## src/rtl/uart_rx_seq.sv

```systemverilog
// uart_rx_seq
// -----------------------------------------------------------------------------
// Control sequencer for an 8x-oversampled UART receiver. It synchronises the
// serial line, qualifies the start bit, and strobes each data bit at mid-bit
// (scnt==3) to clock the shift stage. It checks the stop bit and hands each
// completed byte to the consumer through a valid/ready holding register that
// reports framing and overrun errors.
//
// Optional feature macro: UART_RX_PARITY_EN
//   defined   -> one parity bit follows the data bits (sense from PARITY_ODD),
//                and parity_err flags mismatching bytes (which are still delivered)
//   undefined -> frames are start + DATA_BITS + stop, and parity_err is tied 0
//
// Parameters
//   DATA_BITS   data bits per frame, LSB first, 5..8
//   PARITY_ODD  0 = even parity, 1 = odd parity (parity build only)
//
// Ports
//   clk8x       in   clock at 8x the baud rate (the only clock)
//   rst         in   asynchronous active-high reset
//   RxD         in   asynchronous serial line, idles high
//   dout_ready  in   consumer accepts the held byte
//   err_clr     in   pulse that clears the sticky overrun flag
//   bit_strobe  out  one-cycle pulse per data-bit sample (shift enable)
//   bit_value   out  sampled data bit, valid while bit_strobe is high
//   Dout        out  held byte, zero-extended when DATA_BITS < 8
//   dout_valid  out  Dout holds an unconsumed byte
//   frame_err   out  one-cycle pulse when the stop bit is sampled low
//   parity_err  out  one-cycle pulse on parity mismatch
//   overrun     out  sticky flag, a completed byte was dropped
//   busy        out  FSM is not idle
// -----------------------------------------------------------------------------
module uart_rx_seq #(
  parameter int DATA_BITS  = 8,
  parameter bit PARITY_ODD = 1'b0
) (
  input  logic       clk8x,
  input  logic       rst,
  input  logic       RxD,
  input  logic       dout_ready,
  input  logic       err_clr,
  output logic       bit_strobe,
  output logic       bit_value,
  output logic [7:0] Dout,
  output logic       dout_valid,
  output logic       frame_err,
  output logic       parity_err,
  output logic       overrun,
  output logic       busy
);

`ifdef UART_RX_PARITY_EN
  typedef enum logic [2:0] {S_IDLE, S_START, S_DATA, S_PARITY, S_STOP, S_BREAK} state_t;
  localparam state_t AFTER_DATA = S_PARITY;
`else
  typedef enum logic [2:0] {S_IDLE, S_START, S_DATA, S_STOP, S_BREAK} state_t;
  localparam state_t AFTER_DATA = S_STOP;
`endif

  // bcnt is 3 bits, so after 8 samples it wraps to 0. At scnt==7 in DATA at
  // least one sample has been taken, so the wrapped value is unambiguous.
  localparam logic [2:0] LAST_CNT = 3'(DATA_BITS % 8);

  state_t                 state_reg, state_next;
  logic [1:0]             sync_reg;
  logic                   rx_s;
  logic [2:0]             scnt_reg;
  logic [2:0]             bcnt_reg;
  logic [DATA_BITS-1:0]   shift_reg;
  logic [7:0]             byte_ext;

  logic                   mid_bit, end_bit;
  logic                   clr_cnt, take_bit, deliver, stop_bad;

  logic                   bit_strobe_reg, bit_value_reg, frame_err_reg;
  logic [7:0]             dout_reg, dout_next;
  logic                   dout_valid_reg, dout_valid_next;
  logic                   overrun_reg, overrun_next;
  logic                   accept, drop;

  assign rx_s    = sync_reg[1];
  assign mid_bit = (scnt_reg == 3'd3);
  assign end_bit = (scnt_reg == 3'd7);

  // Two-flop synchroniser, preset to the idle line level.
  always_ff @(posedge clk8x or posedge rst) begin
    if (rst) begin
      sync_reg <= 2'b11;
    end else begin
      sync_reg <= {sync_reg[0], RxD};
    end
  end

  // ---------------------------------------------------------------- FSM
  always_ff @(posedge clk8x or posedge rst) begin
    if (rst) begin
      state_reg <= S_IDLE;
    end else begin
      state_reg <= state_next;
    end
  end

`ifdef UART_RX_PARITY_EN
  logic take_par;
`endif

  always_comb begin
    state_next = state_reg;
    clr_cnt    = 1'b0;
    take_bit   = 1'b0;
    deliver    = 1'b0;
    stop_bad   = 1'b0;
`ifdef UART_RX_PARITY_EN
    take_par   = 1'b0;
`endif
    case (state_reg)
      S_IDLE: begin
        if (!rx_s) begin
          state_next = S_START;
          clr_cnt    = 1'b1;
        end
      end
      S_START: begin
        if (mid_bit && rx_s) begin
          state_next = S_IDLE;          // false start, line went back high
        end else if (end_bit) begin
          state_next = S_DATA;
        end
      end
      S_DATA: begin
        if (mid_bit) begin
          take_bit = 1'b1;
        end
        if (end_bit && bcnt_reg == LAST_CNT) begin
          state_next = AFTER_DATA;
        end
      end
`ifdef UART_RX_PARITY_EN
      S_PARITY: begin
        if (mid_bit) begin
          take_par = 1'b1;
        end
        if (end_bit) begin
          state_next = S_STOP;
        end
      end
`endif
      S_STOP: begin
        // Leave mid-stop-bit so a back-to-back start edge is not missed.
        if (mid_bit) begin
          if (rx_s) begin
            deliver    = 1'b1;
            state_next = S_IDLE;
          end else begin
            stop_bad   = 1'b1;
            state_next = S_BREAK;
          end
        end
      end
      S_BREAK: begin
        if (rx_s) begin
          state_next = S_IDLE;
        end
      end
      default: state_next = S_IDLE;
    endcase
  end

  // ---------------------------------------------------------------- counters / shifter
  always_ff @(posedge clk8x or posedge rst) begin
    if (rst) begin
      scnt_reg  <= 3'd0;
      bcnt_reg  <= 3'd0;
      shift_reg <= '0;
    end else begin
      scnt_reg <= clr_cnt ? 3'd0 : scnt_reg + 3'd1;
      if (clr_cnt) begin
        bcnt_reg <= 3'd0;
      end else if (take_bit) begin
        bcnt_reg <= bcnt_reg + 3'd1;
      end
      // LSB arrives first, so shift in from the top.
      if (take_bit) begin
        shift_reg <= {rx_s, shift_reg[DATA_BITS-1:1]};
      end
    end
  end

  // Zero-extend the received word to the 8-bit holding register.
  genvar gi;
  generate
    for (gi = 0; gi < 8; gi++) begin : g_ext
      if (gi < DATA_BITS) begin : g_bit
        assign byte_ext[gi] = shift_reg[gi];
      end else begin : g_zero
        assign byte_ext[gi] = 1'b0;
      end
    end
  endgenerate

  // ---------------------------------------------------------------- parity
`ifdef UART_RX_PARITY_EN
  logic par_bad_reg;
  logic parity_err_reg;

  always_ff @(posedge clk8x or posedge rst) begin
    if (rst) begin
      par_bad_reg    <= 1'b0;
      parity_err_reg <= 1'b0;
    end else begin
      if (clr_cnt) begin
        par_bad_reg <= 1'b0;
      end else if (take_par) begin
        // Expected parity bit makes the total count of ones even (or odd).
        par_bad_reg <= rx_s ^ (^shift_reg) ^ PARITY_ODD;
      end
      parity_err_reg <= deliver & par_bad_reg;
    end
  end

  assign parity_err = parity_err_reg;
`else
  logic unused_cfg;
  assign unused_cfg = PARITY_ODD;
  assign parity_err = 1'b0;
`endif

  // ---------------------------------------------------------------- holding register
  always_comb begin
    accept          = deliver && (!dout_valid_reg || dout_ready);
    drop            = deliver && dout_valid_reg && !dout_ready;
    dout_next       = accept ? byte_ext : dout_reg;
    dout_valid_next = dout_valid_reg;
    if (accept) begin
      dout_valid_next = 1'b1;
    end else if (dout_valid_reg && dout_ready) begin
      dout_valid_next = 1'b0;
    end
    // A new drop wins over a simultaneous clear request.
    overrun_next = overrun_reg;
    if (drop) begin
      overrun_next = 1'b1;
    end else if (err_clr) begin
      overrun_next = 1'b0;
    end
  end

  always_ff @(posedge clk8x or posedge rst) begin
    if (rst) begin
      bit_strobe_reg <= 1'b0;
      bit_value_reg  <= 1'b0;
      frame_err_reg  <= 1'b0;
      dout_reg       <= 8'd0;
      dout_valid_reg <= 1'b0;
      overrun_reg    <= 1'b0;
    end else begin
      bit_strobe_reg <= take_bit;
      if (take_bit) begin
        bit_value_reg <= rx_s;
      end
      frame_err_reg  <= stop_bad;
      dout_reg       <= dout_next;
      dout_valid_reg <= dout_valid_next;
      overrun_reg    <= overrun_next;
    end
  end

  assign bit_strobe = bit_strobe_reg;
  assign bit_value  = bit_value_reg;
  assign frame_err  = frame_err_reg;
  assign Dout       = dout_reg;
  assign dout_valid = dout_valid_reg;
  assign overrun    = overrun_reg;
  assign busy       = (state_reg != S_IDLE);

endmodule

```

## config.mk

```make
export PLATFORM = sky130hd
export DESIGN_NAME = uart_rx_seq
export DESIGN_NICKNAME = d
export VERILOG_FILES = /design/src/rtl/uart_rx_seq.sv
export SDC_FILE = /design/constraint.sdc
export NUM_CORES = 1
export LEC_CHECK = 0
export BUFFER_PORTS_ARGS = -buffer_cell sky130_fd_sc_hd__buf_2
export CAP_MARGIN = 15
export CORE_ASPECT_RATIO = 1.4
export CORE_UTILIZATION = 40
export CTS_CLUSTER_SIZE = 10
export DETAILED_ROUTE_END_ITERATION = 6
export MAX_ROUTING_LAYER = met4
export RECOVER_POWER = 100
export SLEW_MARGIN = 20
export SYNTH_ARGS = -nofsm -noshare
export SYNTH_HDL_FRONTEND = slang
export SYNTH_SLANG_ARGS = --single-unit
```

## constraint.sdc

```tcl
create_clock -name clk8x -period 2.1 [get_ports clk8x]
set_input_delay 0.105 -clock clk8x [delete_from_list [all_inputs] [get_ports clk8x]]
set_output_delay 0.105 -clock clk8x [all_outputs]
set_load 0.1 [all_outputs]
```

# [Word-level counts from Yosys, hierarchy flattened]
# Cells that the tools add are included.
[word_totals] reg_bits=32 latchBits=0 ram_bits=0 romBits=0 output_inout_bits=15 word_cells=64 memories=0
[op_classes] add_sub_neg=2 multipliers=0 n_div=0 order_cmp=0 eq_ne=11 n_shift=0 muxes=24 n_bitwise=0 n_reduce_logical=16
[ops] operator="$mux W3" count=10
[ops] operator="$pmux W3 S5" count=1
[ops] operator="$mux W1" count=13
[ops] operator="$eq A3 B2 Y1 const B" count=3
[ops] operator="$ne A2 B2 Y1 const B" count=4
[ops] operator="$add A3 B1 Y3 const B" count=2
[ops] operator="$eq A3 B3 Y1 const B" count=2
[ops] operator="$logic_and A1 B1 Y1" count=6
[ops] operator="$logic_not A3 Y1" count=2
[ops] operator="$reduce_bool A2 Y1" count=3
[ops] operator="$reduce_and A5 Y1" count=1
[ops] operator="$eq A3 B1 Y1 const B" count=1
[ops] operator="$ne A3 B3 Y1 const B" count=1
[ops] operator="$reduce_bool A3 Y1" count=1
[ops] operator="$logic_not A1 Y1" count=2
[ops] operator="$logic_or A1 B1 Y1" count=1

# [Depth between registers and ports, before layout]
[logic_depth] ltp_word=6 ltp_mapped=6 depth_no_buf=5

# [Least setup slack after synthesis]
# OpenSTA, ideal clock, no wires.
[synth_timing] kind="register to register" start="reg dout_valid_reg (netlist: dout_valid)" end="reg dout_reg[7] (netlist: Dout[7])" setup_time_ns=0.126 arrival_time_ns=1.677 slack_ns=0.296 path_stages_with_launch=4 n_path_buf=0 synth_period_minus_slack_ns=1.804 path_cell_list="dfrtp_1 > nand2b_1 > nand3_4 > mux2_4"
[synth_via] elab_chain_cells=3
[synth_rtl] item="start: declaration" line_no="77" rtl="logic dout_valid_reg, dout_valid_next;"
[synth_rtl] item="start signal: assignment" line_no="263" rtl="dout_valid_reg <= dout_valid_next;"
[synth_rtl] item="$logic_not A1 Y1" line_no="230" rtl="accept = deliver && (!dout_valid_reg || dout_ready);"
[synth_rtl] item="$logic_or A1 B1 Y1" line_no="230"
[synth_rtl] item="$logic_and A1 B1 Y1" line_no="230"
[synth_rtl] item="end signal: assignment" line_no="262" rtl="dout_reg <= dout_next;"
[synth_rtl] item="end: declaration" line_no="76" rtl="logic [7:0] dout_reg, dout_next;"
# No other way between the ends.
# A chain may end at the register's enable or synchronous reset.

# [Worst setup path after layout]
[layout_timing] start="reg scnt_reg[0]" end="reg dout_reg[0] (netlist: Dout[0])"
[layout_via] elab_chain_cells=4
[layout_rtl] item="start: declaration" line_no="67" rtl="logic [2:0] scnt_reg;"
[layout_rtl] item="start signal: assignment" line_no="176" rtl="scnt_reg <= clr_cnt ? 3'd0 : scnt_reg + 3'd1;"
[layout_rtl] item="$eq A3 B2 Y1" line_no="82" rtl="assign mid_bit = (scnt_reg == 3'd3);"
[layout_rtl] item="$mux W1" line_no="150" rtl="if (mid_bit) begin"
[layout_rtl] item="$mux W1" line_no="116" rtl="case (state_reg)"
[layout_rtl] item="$logic_and A1 B1 Y1" line_no="230"
# No other way between the ends.

==> run summary <==
Final setup fails -> 0
Initial Util -> 0.428
Footprint of the multi-input gates -> 464 um2
Pre-CTS setup slack -> 0.355 ns
Die area -> 0.00364 mm2
Max cap viols -> 0
First-pass DRT Iterations -> 3
# diodes -> 0
Ys async rst share -> 1.00
Longest Clk Path Bufs -> 2
TritonCTS clock tree -> done
Worst-path fanout max -> 8
Vias post-DR -> 752
CTS H-tree lvls -> 2
CP Capture Type -> register
RSZ-0062 raised after global routing -> no
Area Overhead vs Synth -> 11.4%
Drc violations -> 0
Fin crit share -> 0.847
Register Area -> 778 um2
LEAKAGE -> 0.742 nW
Clk slew on worst S/H paths -> 0.06 ns
Commonest cells in the synthesized netlist -> 29 x dfrtp_1, 11 x mux2_4, 9 x nor2_1
Final WS setup -> 0.321 ns
CP endpoint -> Dout[0]
Violation count after the first detailed-routing iteration -> 7
Die height -> 71.0 um
Core Util, Final -> 0.476
Grt met1 use -> 0.150
GP Congestion -> 0.659
Sink Count -> 31
Setup_tns -> 0 ns
CP Class -> reg -> reg
Syn Area/Cell -> 14.0 um2
Worst hold path class -> in -> reg
Syn_nets -> 107
First-pass GRT wire length -> 3460 um
Outcome -> finished clean
Critical R2R Launch -> scnt_reg[0]
CP Launch Point -> scnt_reg[0]
Syn. warnings -> 0
# nets final -> 130
Total gr overflow -> 0
Core Region -> 0.00318 mm2
Avg WL per Cell -> 12.1 um
CTS Hold Bufs -> 2
Worst setup SP type -> register
Max IR drop VDD -> 0.659 mV
Register area share after synthesis -> 0.572
Post-CTS Resized -> 0
Met3 Use GR -> 0.0581
Synth cell types -> 29
Number of synthesized flops with an enable pin -> 0
Die width -> 51.3 um
Total GRT Usage -> 0.137
Worst-margin pin slew -> 1.17 ns
#FFs+latches synth -> 31
Root buffer cell -> clkbuf_8
I/O pins -> 20
Port Buf Inserts -> 18
Final-layout fill cell count -> 319
Site Rows -> 24
Vias in the first global route -> 750
Initial antenna violation count -> 0
Fmax -> 562 MHz
Clk Latency, worst-skew pair -> 0.27 ns
ANT nets after route -> 0
GRT Max-Usage Layer -> met2
Layout cells sized above 1 -> 0.223
Gate Count Post-Synth -> 97
Top post-synthesis cells by area -> dfrtp_1 53%, mux2_4 12%, mux2_2 5.0%
Final Hold Vio Count -> 0
Power Dens Cells -> 1210 mW/mm2
Post-synth top area share -> 0.533
Clk_skew -> 0.00118 ns
Setup bufs post-CTS -> 0
R2r setup slk -> 0.32 ns
Yosys top cell by area -> dfrtp_1
Critical Path RT -> 2.25 ns
Most common cell in the netlist -> dfrtp_1
Top FF cell, synth -> dfrtp_1
Cells on worst reg2reg path -> 5
R2r endpoint -> Dout[0]
Largest net degree at the start of global routing -> 32
Post-Route WL -> 1940 um
Hpwl dp -> 1360 um
CTS Buf Count -> 5
M2 GR Usage -> 0.205
Final critical-path required period -> 1.78 ns
Rel. slew slack -> 0.221
Post-Syn Area -> 0.00136 mm2
Worst path arrival time -> 1.93 ns
Drt via density -> 4.70
Count of pins over their slew limit -> 0
-- metrics by stage --
stage / cells / hold slack [ns] / cell area (um2) / power (mW)
2_1_floorplan: 97 / 0.109 / 1360 / 1.32
3_3_place_gp: 150 / 0.197 / 1470 / 1.39
3_5_place_dp: 150 / 0.201 / 1470 / 1.40
4_1_cts: 160 / 0.0130 / 1590 / 1.92
5_1_grt: 160 / 0.00685 / 1520 / 1.97
6_report: 160 / 0.0239 / 1520 / 1.84
-- per-layer routing --
metal / up-vias / routed length (um)
met4: 0 / 57
met1: 353 / 863
li1: 379 / -
met5: - / 0
met3: 6 / 89
met2: 14 / 926
-- power breakdown --
part / switching, mW / leakage (nW) / internal, mW / total, mW
Combinational: 0.402 / 0.278 / 0.150 / 0.552
Sequential: 0.0939 / 0.413 / 0.697 / 0.791
Clock: 0.200 / 0.0515 / 0.298 / 0.498
Total: 0.696 / 0.742 / 1.15 / 1.84
-- critical path, cell delays in order, from the launching register on --
cell and delay (ns):
dfrtp_1 0.38, ha_1 0.23, ha_1 0.23, and4b_1 0.25
nand3_2 0.21, mux2_1 0.36
-- cell type report --
class,count,area share
Sequential cell,31,0.513
Multi-Input combinational cell,54,0.306
Clock buffer,8,0.0660
Timing Repair Buffer,21,0.0652
Tap cell,39,0.0322
Inverter,7,0.0173
-- cell families (layout without fill, tap and decap cells) --
| family | Yosys count | after routing | share of synthesized area |
|---|---|---|---|
| AO/OA/AOI/OAI | 9 | 9 | 0.0432 |
| AND/OR/NAND/NOR | 20 | 20 | 0.104 |
| adder cells (fa/ha/maj) | 5 | 5 | 0.0460 |
| buffers and inverters | 12 | 36 | 0.0478 |
| XOR/XNOR | 1 | 1 | 0.00643 |
| other | 1 | 1 | 0.00275 |
| flip-flops | 31 | 31 | 0.572 |
| multiplexers | 18 | 18 | 0.178 |
-- worst min path at each step --
| stage | start | to | slack (ns) | cells past startpoint |
|---|---|---|---|---|
| finish | err_clr | overrun | 0.02 | 2 |
| global route | err_clr | overrun | 0.007 | 2 |
| CTS | err_clr | overrun | 0.01 | 2 |
| detailed placement | rst | bit_strobe | 0.20 | 3 |
| global placement | rst | bit_strobe | 0.20 | 3 |
| floorplan | RxD | sync_reg[0] | 0.11 | 0 |
-- placed cells by master (no fill, tap or decap), types with 3 or more instances in the layout --
| master | n |
|---|---|
| ha_1 | 5 |
| clkbuf_1 | 14 |
| nor2_1 | 9 |
| inv_1 | 7 |
| buf_2 | 4 |
| clkbuf_8 | 7 |
| mux2_1 | 8 |
| dfrtp_1 | 29 |
| mux2_4 | 3 |
| mux2_2 | 6 |
Power figures use the tool's default switching activity.
